File: src/rtl/q_writeback.sv
// Q-table write-back stage: re-aligns {S, A} with Q_new through a LAT-deep delay line,
// queues writes in a small FIFO and issues them over valid/ready. Optional macro: QWB_COALESCE_EN.
module q_writeback #(
    parameter int L_WIDTH = 4,
    parameter int Q_WIDTH = 16,
    parameter int S_WIDTH = 8,
    parameter int LAT     = 2,
    parameter int FIFO_AW = 2,
    localparam int A_WIDTH    = 2 + L_WIDTH / 2,
    localparam int ADDR_WIDTH = S_WIDTH + A_WIDTH
) (
    input  logic                  clk,
    input  logic                  rst,
    input  logic                  in_valid,
    input  logic [S_WIDTH-1:0]    S,
    input  logic [A_WIDTH-1:0]    A,
    input  logic [Q_WIDTH-1:0]    Q_new,
    output logic                  wr_valid,
    output logic [ADDR_WIDTH-1:0] wr_addr,
    output logic [Q_WIDTH-1:0]    wr_data,
    input  logic                  wr_ready,
    output logic                  full,
    output logic                  empty,
    output logic                  overflow,
    output logic [15:0]           wr_count
);

    localparam int                 DEPTH     = 2 ** FIFO_AW;
    localparam logic [FIFO_AW:0]   C_DEPTH   = (FIFO_AW + 1)'(DEPTH);
    localparam logic [FIFO_AW:0]   C_CNT_ONE = (FIFO_AW + 1)'(1);
    localparam logic [FIFO_AW-1:0] C_PTR_ONE = FIFO_AW'(1);

    // Delay line: address side of each agent step, clocked every cycle
    logic [LAT-1:0]        r_dl_valid;
    logic [ADDR_WIDTH-1:0] r_dl_addr [LAT];
    logic                  w_tap_valid;
    logic [ADDR_WIDTH-1:0] w_tap_addr;

    // FIFO storage and bookkeeping
    logic [ADDR_WIDTH-1:0] r_mem_addr [DEPTH];
    logic [Q_WIDTH-1:0]    r_mem_data [DEPTH];
    logic [FIFO_AW-1:0]    r_wptr;
    logic [FIFO_AW-1:0]    r_rptr;
    logic [FIFO_AW:0]      r_count;
    logic                  r_full;
    logic                  r_empty;
    logic                  r_overflow;

    // Output request register
    logic                  r_wr_valid;
    logic [ADDR_WIDTH-1:0] r_wr_addr;
    logic [Q_WIDTH-1:0]    r_wr_data;
    logic [15:0]           r_wr_count;

    logic                  w_fifo_nonempty;
    logic                  w_pop;
    logic                  w_coalesce;
    logic                  w_push;
    logic                  w_drop;
    logic [FIFO_AW:0]      w_count_nxt;

    always_ff @(posedge clk) begin
        if (rst) begin
            r_dl_valid <= '0;
        end else begin
            r_dl_valid[0] <= in_valid;
            for (int i = 1; i < LAT; i++) begin
                r_dl_valid[i] <= r_dl_valid[i-1];
            end
        end
    end

    always_ff @(posedge clk) begin
        r_dl_addr[0] <= {S, A};
        for (int i = 1; i < LAT; i++) begin
            r_dl_addr[i] <= r_dl_addr[i-1];
        end
    end

    assign w_tap_valid = r_dl_valid[LAT-1];
    assign w_tap_addr  = r_dl_addr[LAT-1];

    // Handshake: a request is transferred on a rising edge where wr_valid && wr_ready;
    // while wr_valid is high and wr_ready low, wr_addr/wr_data hold and wr_valid stays high.
    assign w_fifo_nonempty = (r_count != '0);
    assign w_pop           = w_fifo_nonempty && (!r_wr_valid || wr_ready);

`ifdef QWB_COALESCE_EN
    logic [FIFO_AW-1:0] w_last_ptr;
    assign w_last_ptr = r_wptr - C_PTR_ONE;
    // The newest entry can be merged only if it is not leaving for the output register this edge.
    assign w_coalesce = w_tap_valid && w_fifo_nonempty
                        && !(w_pop && (r_count == C_CNT_ONE))
                        && (r_mem_addr[w_last_ptr] == w_tap_addr);
`else
    assign w_coalesce = 1'b0;
`endif

    assign w_push = w_tap_valid && !w_coalesce && (!r_full || w_pop);
    assign w_drop = w_tap_valid && !w_coalesce && r_full && !w_pop;

    always_comb begin
        w_count_nxt = r_count;
        case ({w_push, w_pop})
            2'b10:   w_count_nxt = r_count + C_CNT_ONE;
            2'b01:   w_count_nxt = r_count - C_CNT_ONE;
            default: w_count_nxt = r_count;
        endcase
    end

    always_ff @(posedge clk) begin
        if (w_push) begin
            r_mem_addr[r_wptr] <= w_tap_addr;
            r_mem_data[r_wptr] <= Q_new;
        end
`ifdef QWB_COALESCE_EN
        else if (w_coalesce) begin
            r_mem_data[w_last_ptr] <= Q_new;
        end
`endif
    end

    always_ff @(posedge clk) begin
        if (rst) begin
            r_wptr     <= '0;
            r_rptr     <= '0;
            r_count    <= '0;
            r_full     <= 1'b0;
            r_empty    <= 1'b1;
            r_overflow <= 1'b0;
        end else begin
            if (w_push) begin
                r_wptr <= r_wptr + C_PTR_ONE;
            end
            if (w_pop) begin
                r_rptr <= r_rptr + C_PTR_ONE;
            end
            r_count <= w_count_nxt;
            r_full  <= (w_count_nxt == C_DEPTH);
            r_empty <= (w_count_nxt == '0);
            if (w_drop) begin
                r_overflow <= 1'b1;
            end
        end
    end

    always_ff @(posedge clk) begin
        if (rst) begin
            r_wr_valid <= 1'b0;
            r_wr_addr  <= '0;
            r_wr_data  <= '0;
            r_wr_count <= '0;
        end else begin
            if (r_wr_valid && wr_ready) begin
                r_wr_count <= r_wr_count + 16'd1;
            end
            if (w_pop) begin
                r_wr_valid <= 1'b1;
                r_wr_addr  <= r_mem_addr[r_rptr];
                r_wr_data  <= r_mem_data[r_rptr];
            end else if (wr_ready) begin
                r_wr_valid <= 1'b0;
            end
        end
    end

    assign wr_valid = r_wr_valid;
    assign wr_addr  = r_wr_addr;
    assign wr_data  = r_wr_data;
    assign full     = r_full;
    assign empty    = r_empty;
    assign overflow = r_overflow;
    assign wr_count = r_wr_count;

endmodule

File: config.mk
export PLATFORM = sky130hd
export DESIGN_NAME = q_writeback
export DESIGN_NICKNAME = d
export VERILOG_FILES = /design/src/rtl/q_writeback.sv
export SDC_FILE = /design/constraint.sdc
export NUM_CORES = 1
export LEC_CHECK = 0
export ABC_AREA = 1
export CAP_MARGIN = 20
export CELL_PAD_IN_SITES_DETAIL_PLACEMENT = 2
export CELL_PAD_IN_SITES_GLOBAL_PLACEMENT = 2
export CORE_MARGIN = 3
export CORE_UTILIZATION = 36
export DETAILED_ROUTE_END_ITERATION = 8
export PLACE_DENSITY = 0.87
export SYNTH_ARGS = -nofsm -noshare
export SYNTH_HDL_FRONTEND = slang
export SYNTH_SLANG_ARGS = --single-unit
File: constraint.sdc
create_clock -name clk -period 2.71 [get_ports clk]
set_input_delay 0.4065 -clock clk [delete_from_list [all_inputs] [get_ports clk]]
set_output_delay 0.4065 -clock clk [all_outputs]
set_load 0.005 [all_outputs]
==> flow_summary.ini <==
[floorplanning]
die_w_um = 146
rows = 50
ios = 80
die_area_mm2 = 0.0214
start_util_pct = 37.2
core_area_mm2 = 0.0190
die_y_um = 146

[global_routing]
grt_usage_pct = 20.4
overflow = 0
grt_pass1_wl_um = 33500
grt_pass1_vias = 5761
antenna_found_initial = 0
grt_max_degree = 59

[pwr]
pwr-share-comb_pct = 27.6
vdd_ir_drop_max_mv = 0.482
swShare_pct = 33.8
power_mw = 8.69
pwr-share-clk_pct = 31.2
p_leak_nw = 3.18
p_int_mw = 5.75
powerDensity_mw_per_mm2 = 981
pwr-share-seq_pct = 41.2
p_sw_mw = 2.94

[detailed_routing]
drt_iter0_markers = 357
wl_per_cell_um = 21.4
num_vias = 5000
ant_nets = 0
viasPerCell = 4.99
drtPass1Iterations = 4
drc = 0
drt_wl_total_um = 21400

[worst_setup_path]
crit_required_ns = 3.05
end_kind = register
cpPeakStageDelay_ns = 0.52
worst-r2r-cell-count = 13
crit_arrival_ns = 2.91
crit_chain = inv_1 -> nor2_2 -> inv_1 -> nand2_4 -> nand2_1 -> nand2_2 -> ha_1 -> inv_1 -> fa_1 -> nand2_1 -> o21ai_0 -> nand2_1 -> o21ai_0
crit_path_start_kind = register
crit_fanout = 4
critical_path_class = register to register
crit_slowest_cell = fa_1

[synth]
syn_area_mm2 = 0.00707
yosysTopAreaCellShare_pct = 47.6
syn_area_per_cell_um2 = 11.0
syn-num-nets = 683
seq_area_frac_synth_pct = 70.5
yosysTopAreaCell = edfxtp_1
netlist_top_cells_area = edfxtp_1, dfxtp_1, nor2_1, o21ai_0, nand2_1
yosys_warnings = 0
synth_cells = 644
synth.distinct_cells = 31
ys_seq_elements = 193

[clock_network]
clkTransAtPathRegs_ns = 0.08
cts_buffers = 17
cts_buffer_depth = 2
hold_buffers = 0
clkSinkCount = 193
worstSkewPairLatency_ns = 0.44
cts_root_buf = clkbuf_16
cts_htree_levels = 4
tritoncts = built

[sta]
slew_violations = 0
finalCriticalPeriod_ns = 2.57
finalSetupViolations = 0
maxSlewHeadroom_pct = 32.4
finalHoldViolCount = 0
max_freq_mhz = 389
clock_skew_ns = 0.0142
worst_pin_slew_ns = 1.01
post-route-period-util_pct = 94.8
timing.hold.ws_ns = 0.329

[finish]
fin_cells = 1002
fin_util_pct = 46.5
final_area_mm2 = 0.00885
area_growth_pct = 25.2
drive_gt1_share_pct = 8.76
nNetsFinal = 768
antennaDiodeCount = 0

[place]
place_area_mm2 = 0.00821
port_buffers = 79
gp_congestion = 0.749
post-place-cells = 970
hpwlAfterDp_um = 13400

[run]
maxCapViolCount = 0

[min_path]
hold_class = register to register
holdPathStages = 0

[status]
outcome = finished clean
-- per-stage QoR --
step	setup TNS, ns	setup slack [ns]
finish	0	0.142
global route	-0.00897	-0.00897
CTS	0	0.0365
detailed placement	-0.577	-0.219
global placement	0	0.145
floorplan	0	0.326
-- repair_timing --
action,CTS,global route
gates resized for setup,0,2
setup buffers,0,0
setup endpoints to repair,0,3
-- cell type report --
class                      count  area [um2]
tap                          260         325
fill                        1943       10200
clock inverter                14         191
multi-input combinational    387        1820
inverter                      35         131
clock buffer                  18         439
sequential                   193        4990
timing repair buffer          95         961
-- cell usage after synthesis (all sizes together) --
library cell,instances
o21a,1
nand3,10
nand4,2
nand2,46
o21bai,2
xor2,5
inv,34
dfxtp,81
fa,1
ha,6
clkinv,1
clkbuf,10
edfxtp,112
nor2,184
a21oi,8
a31oi,1
o21ai,119
buf,19
nor3,2
-- placed cells by master (no fill, tap or decap), types with 12 or more instances in the layout --
master / count
inv_1: 32
edfxtp_1: 112
o21ai_1: 25
nand2_1: 44
dfxtp_1: 79
o21ai_0: 94
clkdlybuf4s50_1: 79
nor2_1: 176
clkbuf_16: 17
buf_4: 12
-- critical path: cells and delay by family, from the launching register on --
| family | cells | cell delay (ns) |
|---|---|---|
| AO/OA/AOI/OAI | 2 | 0.40 |
| flip-flops | 1 | 0.39 |
| adder cells (fa/ha/maj) | 2 | 0.70 |
| buffers and inverters | 3 | 0.25 |
| AND/OR/NAND/NOR | 6 | 0.72 |
-- flip-flops by register name (all words and copies together), names as in the netlist, 3 cells and up --
name,count
r_count,3
r_dl_addr,24
r_mem_addr,48
r_mem_data,64
wr_addr,12
wr_count,16
wr_data,16
-- worst paths after layout --
| check | from | end | slack [ns] |
|---|---|---|---|
| setup / recovery | wr_valid$_SDFFE_PP0P_ | empty$_SDFF_PP1_ | 0.14 |
| hold / removal | r_dl_addr[0][0]$_DFF_P_ | r_dl_addr[0][12]$_DFF_P_ | 0.33 |
| setup reg to reg | wr_valid$_SDFFE_PP0P_ | empty$_SDFF_PP1_ | 0.14 |
| hold reg to reg | r_dl_addr[0][0]$_DFF_P_ | r_dl_addr[0][12]$_DFF_P_ | 0.33 |
-- cells by family after synthesis --
group	Yosys count	synth area share, %
xor+xnor	5	0.620
compound gates	131	9.40
flops	193	70.5
simple gates	244	13.7
buf+inv	64	4.37
fa+ha+maj	7	1.35
-- metal layers --
metal / GRT usage [%] / wire length (um)
met5: 0 / 0
met4: 7.71 / 383
met3: 3.38 / 626
met2: 37.7 / 11800
met1: 23.7 / 8630
-- power by group through the flow --
stage	sequential, mW	clock, mW	combinational, mW
after floorplan	3.56	0	1.42
after global placement	3.61	0	2.09
after detailed placement	3.64	0	2.33
after CTS	3.58	2.74	2.42
after global routing	3.61	2.88	2.69
final	3.58	2.71	2.40
Note: power is estimated with default switching activity, not from simulation.
